<file path="config.mk">
export PLATFORM = sky130hd
export DESIGN_NAME = numeros_com_sinal_divisor
export DESIGN_NICKNAME = d
export VERILOG_FILES = /design/src/rtl/numeros_com_sinal_divisor.sv
export SDC_FILE = /design/constraint.sdc
export NUM_CORES = 1
export LEC_CHECK = 0
export BUFFER_PORTS_ARGS = -buffer_cell sky130_fd_sc_hd__buf_4
export CAP_MARGIN = 30
export CORE_AREA = 2 2 95 97
export DETAILED_ROUTE_END_ITERATION = 12
export DIE_AREA = 0 0 97 99
export SYNTH_ARGS = -nofsm -noshare
export SYNTH_HDL_FRONTEND = slang
export SYNTH_SLANG_ARGS = --single-unit
</file>
<file path="constraint.sdc">
create_clock -name clk -period 2 [get_ports clk]
set_input_delay 0.1 -clock clk [delete_from_list [all_inputs] [get_ports clk]]
set_output_delay 0.1 -clock clk [all_outputs]
set_load 0.01 [all_outputs]
</file>
<file path="src/rtl/numeros_com_sinal_divisor.sv">
// Iterative mixed-signedness restoring divider: 8-bit dividend, 4-bit divisor,
// signed or unsigned sources chosen by codigo, signed 8-bit quotient/remainder.
module numeros_com_sinal_divisor (
  input  logic       clk,
  input  logic       rst,
  input  logic       start,
  input  logic [7:0] entrada_signed_1,
  input  logic [7:0] entrada_unsigned_1,
  input  logic [3:0] entrada_signed_2,
  input  logic [3:0] entrada_unsigned_2,
  input  logic [1:0] codigo,
  output logic       busy,
  output logic       done,
  output logic [7:0] quociente,
  output logic [7:0] resto,
  output logic       overflow,
  output logic       div_zero
);

  typedef enum logic [1:0] {IDLE, CALC, FIX} state_t;

  state_t     r_state;
  logic [7:0] r_q;
  logic [3:0] r_acc;
  logic [3:0] r_dvs;
  logic [2:0] r_cnt;
  logic       r_neg_a;
  logic       r_neg_b;
  logic       r_zero;
  logic [7:0] r_a_low;
  logic       r_busy;
  logic       r_done;
  logic [7:0] r_quoc;
  logic [7:0] r_resto;
  logic       r_ovf;
  logic       r_dz;

  logic [8:0] w_a9;
  logic [4:0] w_b5;
  logic [7:0] w_a_mag;
  logic [3:0] w_b_mag;
  logic [4:0] w_trial;
  logic       w_ge;
  logic       w_q_neg;

  // Operand select and extension to the common signed width
  always_comb begin
    w_a9 = codigo[1] ^ codigo[0] ? {1'b0, entrada_unsigned_1}
                                 : {entrada_signed_1[7], entrada_signed_1};
    w_b5 = codigo[0] ? {1'b0, entrada_unsigned_2}
                     : {entrada_signed_2[3], entrada_signed_2};
    w_a_mag = w_a9[8] ? 8'(-w_a9) : w_a9[7:0];
    w_b_mag = w_b5[4] ? 4'(-w_b5) : w_b5[3:0];
  end

  assign w_trial = {r_acc, r_q[7]};
  assign w_ge    = w_trial >= {1'b0, r_dvs};
  assign w_q_neg = r_neg_a ^ r_neg_b;

  always_ff @(posedge clk or posedge rst) begin
    if (rst) begin
      r_state <= IDLE;
      r_q     <= '0;
      r_acc   <= '0;
      r_dvs   <= '0;
      r_cnt   <= '0;
      r_neg_a <= 1'b0;
      r_neg_b <= 1'b0;
      r_zero  <= 1'b0;
      r_a_low <= '0;
      r_busy  <= 1'b0;
      r_done  <= 1'b0;
      r_quoc  <= '0;
      r_resto <= '0;
      r_ovf   <= 1'b0;
      r_dz    <= 1'b0;
    end else begin
      r_done <= 1'b0;
      case (r_state)
        IDLE: begin
          if (start) begin
            r_q     <= w_a_mag;
            r_acc   <= '0;
            r_dvs   <= w_b_mag;
            r_cnt   <= '0;
            r_neg_a <= w_a9[8];
            r_neg_b <= w_b5[4];
            r_zero  <= (w_b_mag == 4'd0);
            r_a_low <= w_a9[7:0];
            r_busy  <= 1'b1;
            r_state <= (w_b_mag == 4'd0) ? FIX : CALC;
          end
        end
        CALC: begin
          // One restoring step: quotient bits shift in where dividend bits leave
          r_acc <= w_ge ? 4'(w_trial - {1'b0, r_dvs}) : w_trial[3:0];
          r_q   <= {r_q[6:0], w_ge};
          r_cnt <= r_cnt + 3'd1;
          if (r_cnt == 3'd7) r_state <= FIX;
        end
        FIX: begin
          if (r_zero) begin
            r_quoc  <= 8'hFF;
            r_resto <= r_a_low;
            r_ovf   <= 1'b0;
            r_dz    <= 1'b1;
          end else begin
            r_quoc  <= w_q_neg ? 8'(-r_q) : r_q;
            r_resto <= r_neg_a ? 8'(-{4'd0, r_acc}) : {4'd0, r_acc};
            r_ovf   <= w_q_neg ? (r_q > 8'd128) : r_q[7];
            r_dz    <= 1'b0;
          end
          r_busy  <= 1'b0;
          r_done  <= 1'b1;
          r_state <= IDLE;
        end
        default: r_state <= IDLE;
      endcase
    end
  end

  assign busy      = r_busy;
  assign done      = r_done;
  assign quociente = r_quoc;
  assign resto     = r_resto;
  assign overflow  = r_ovf;
  assign div_zero  = r_dz;

endmodule

</file>
==> results.yml <==
run_status:
  status: "completed"
floorplan:
  core_area_um2: 8551
  ios: 49
  start_util_pct: 34.04
  die_height_um: 99
  die-area_um2: 9603
  die_w_um: 97
  rows: 34
yosys:
  synth_warnings: 0
  synth_area_um2: 2910
  synth_commonest_cells: "dfrtp_1 (52), nand2_1 (41), nor2_1 (35), a21oi_1 (21), o21ai_0 (18)"
  synth_edf_count: 0
  yosysTopAreaCell: "dfrtp_1"
  seq_area_frac_synth_pct: 44.71
  synth.distinct_cells: 51
  yosys_most_used_dff: "dfrtp_1"
  synth_top_area_share_pct: 44.71
  syn-instance-count: 314
  synth.most_common_cell: "dfrtp_1"
  synth.area.top_cells: "dfrtp_1 (45%), nand2_1 (5.3%), ha_1 (5.2%)"
  synthArstFlopShare_pct: 100.0
  synthesis.nets: 356
  ys_ff_latch: 52
  avgSynthCellArea_um2: 9.268
detailed_routing:
  dr.pass1.iters: 4
  wl_per_cell_um: 14.19
  drc_errors: 0
  viasPerCell: 5.060
  vias: 2434
  drt_wl_total_mm: 6.827
  ant_nets: 0
  drt_iter0_drc: 82
place:
  gp_congestion: 0.9491
  io_buffers: 48
  hpwl_mm: 5.399
  place_ws_ps: 28.62
pwr:
  p_seq_share_pct: 35.9
  clock_power_share_pct: 10.5
  p_switching_w: 0.002256
  vdd_drop_max_mv: 0.4145
  comb_power_share_pct: 53.7
  p_sw_share_pct: 41.41
  power_density_nw_per_um2: 1517
  p_int_w: 0.003192
  power_leakage_nw: 1.640
global_route:
  grt_pass1_wl_mm: 11.64
  grt_max_degree: 36
  track_usage_pct: 14.91
  antenna_found_initial: 0
  overflow: 0
  first_global_vias: 2299
worst_setup_path:
  crit_type: "flip-flop to flip-flop"
  cp.arrival_ps: 2090
  cp_slowest_cell: "dfrtp_1"
  critPathMaxStageDelay_ps: 410
  r2r_end: "r_q[0]$_DFFE_PP0P_"
  r2r_setup_slack_ps: 110
  crit_buf_inv: 0
  crit_chain: "ha_1, or2_2, a21oi_1, nor3_1, a211o_1"
  cp.required_ps: 2200
  cpLargestDelayFamily: "compound AO/OA/AOI/OAI gates"
  r2r_start: "r_acc[1]$_DFFE_PP0P_"
  reg2reg_depth: 5
  cp_max_fo: 7
  worstSetupStartpointType: "flip-flop"
  critPathCaptureType: "flip-flop"
clock_tree:
  cts_made_buffers: 5
  root_buffer: "clkbuf_8"
  clkTransAtPathRegs_ps: 90
  clockBufferDepth: 2
  cts_max_level: 2
  ctsResizeCount: 0
  cts.sinks: 52
  clock_latency_ps: 300
  cts_setup_buffers: 0
  cts_tree: "yes"
worst_hold_path:
  whs_path_depth: 3
  hp-class: "input port to flip-flop"
  min-delay-start: "start"
  min_to: "busy$_DFFE_PP0P_"
timing:
  fin_crit_sh_pct: 94.68
  slew_viol_final: 0
  rsz0062_at_grt: "no"
  hold_viol: 0
  finalClockSkew_ps: 3.580
  worst_slack_ps: 106.4
  max_clock_freq_ghz: 0.5281
  max_slew_margin_pct: 48.07
  worst_pin_slew_ps: 776.1
  setup-violations-final: 0
  fin_crit_ps: 1894
  setup_tns_ps: 0
final_layout:
  fillers: 881
  areaGrowthSynthToFinish_pct: 23.39
  antenna_cells: 0
  drive_gt1_share_pct: 22.25
  nNetsFinal: 415
job:
  maxCapViolations: 0
[layout make-up]
cell class,count,area (um^2),area share (%)
Tap cell,108,135.1,3.763
Timing Repair Buffer,67,518.0,14.43
Sequential cell,52,1301,36.24
Clock buffer,6,72.57,2.021
Clock inverter,1,5.005,0.1394
Multi-Input combinational cell,231,1499,41.74
Inverter,16,60.06,1.672
[power by group through the flow]
stage | logic [W] | clock network, W | registers (W)
final | 0.00292 | 0.000570 | 0.00196
after global routing | 0.00331 | 0.000636 | 0.00202
after CTS | 0.00295 | 0.000590 | 0.00195
after detailed placement | 0.00294 | 0 | 0.00198
after global placement | 0.00289 | 0 | 0.00196
after floorplan | 0.00195 | 0 | 0.00196
[metal layers]
metal	wire length, um	track usage (%)
met1	3455	21.77
met2	2947	22.44
met3	321	2.482
met4	102	5.200
met5	0	0
[per-stage QoR]
step,hold WS [ps],cell area [um^2],power [W],utilization (%),std cells
after floorplan,247.7,2933,0.003905,-,314
after detailed placement,126.3,3503,0.004912,40.97,473
after global placement,129.9,3503,0.004849,40.97,473
after CTS,41.89,3591,0.005495,42.00,481
after global routing,47.09,3591,0.005972,42.00,481
final,54.25,3591,0.005449,42.00,481
[flip-flops by register name (all words and copies together) (netlist names), 2 cells and up]
signal and count:
r_q 8, r_cnt 3, quociente 8, r_dvs 4
r_acc 4, r_a_low 8, resto 8, r_state 2
[worst max path at each step]
stage,startpoint,end,slack (ps),cells after the start
floorplan,codigo[0],r_q[6]$_DFFE_PP0P_,20,9
global placement,codigo[1],r_q[6]$_DFFE_PP0P_,80,8
global route,r_acc[1]$_DFFE_PP0P_,r_q[0]$_DFFE_PP0P_,20,5
CTS,r_q[7]$_DFFE_PP0P_,r_q[0]$_DFFE_PP0P_,90,6
detailed placement,codigo[1],r_q[6]$_DFFE_PP0P_,30,8
finish,r_acc[1]$_DFFE_PP0P_,r_q[0]$_DFFE_PP0P_,110,5
[cells in the final DEF (no fill, tap or decap), drive strengths merged, types with 12 or more instances in the layout]
cell	n
inv	15
a31oi	12
nand2	41
o21ai	19
dfrtp	52
xnor2	12
nor2	35
a21oi	21
buf	66
ha	12
[cells by family after synthesis]
| family | share of synthesized area, % |
|---|---|
| and+or+nand+nor | 17.11 |
| AOI/OAI and AO/OA | 18.49 |
| DFF | 44.71 |
| buffers and inverters | 4.342 |
| xor gates and xnor gates | 5.331 |
| adders and majority gates | 5.847 |
| muxes | 4.170 |
[worst register-to-register path: stages, from the launching register on]
cell and delay (ps):
dfrtp_1 410, ha_1 370, or2_2 290, a21oi_1 410, nor3_1 90, a211o_1 230
[timing repair]
action                                  in CTS  in global routing
endpoints found under the setup margin       0                  1
hold buffers                                 1                  0
endpoints found under the hold margin       17                  0
Note: power is estimated with default switching activity, not from simulation.
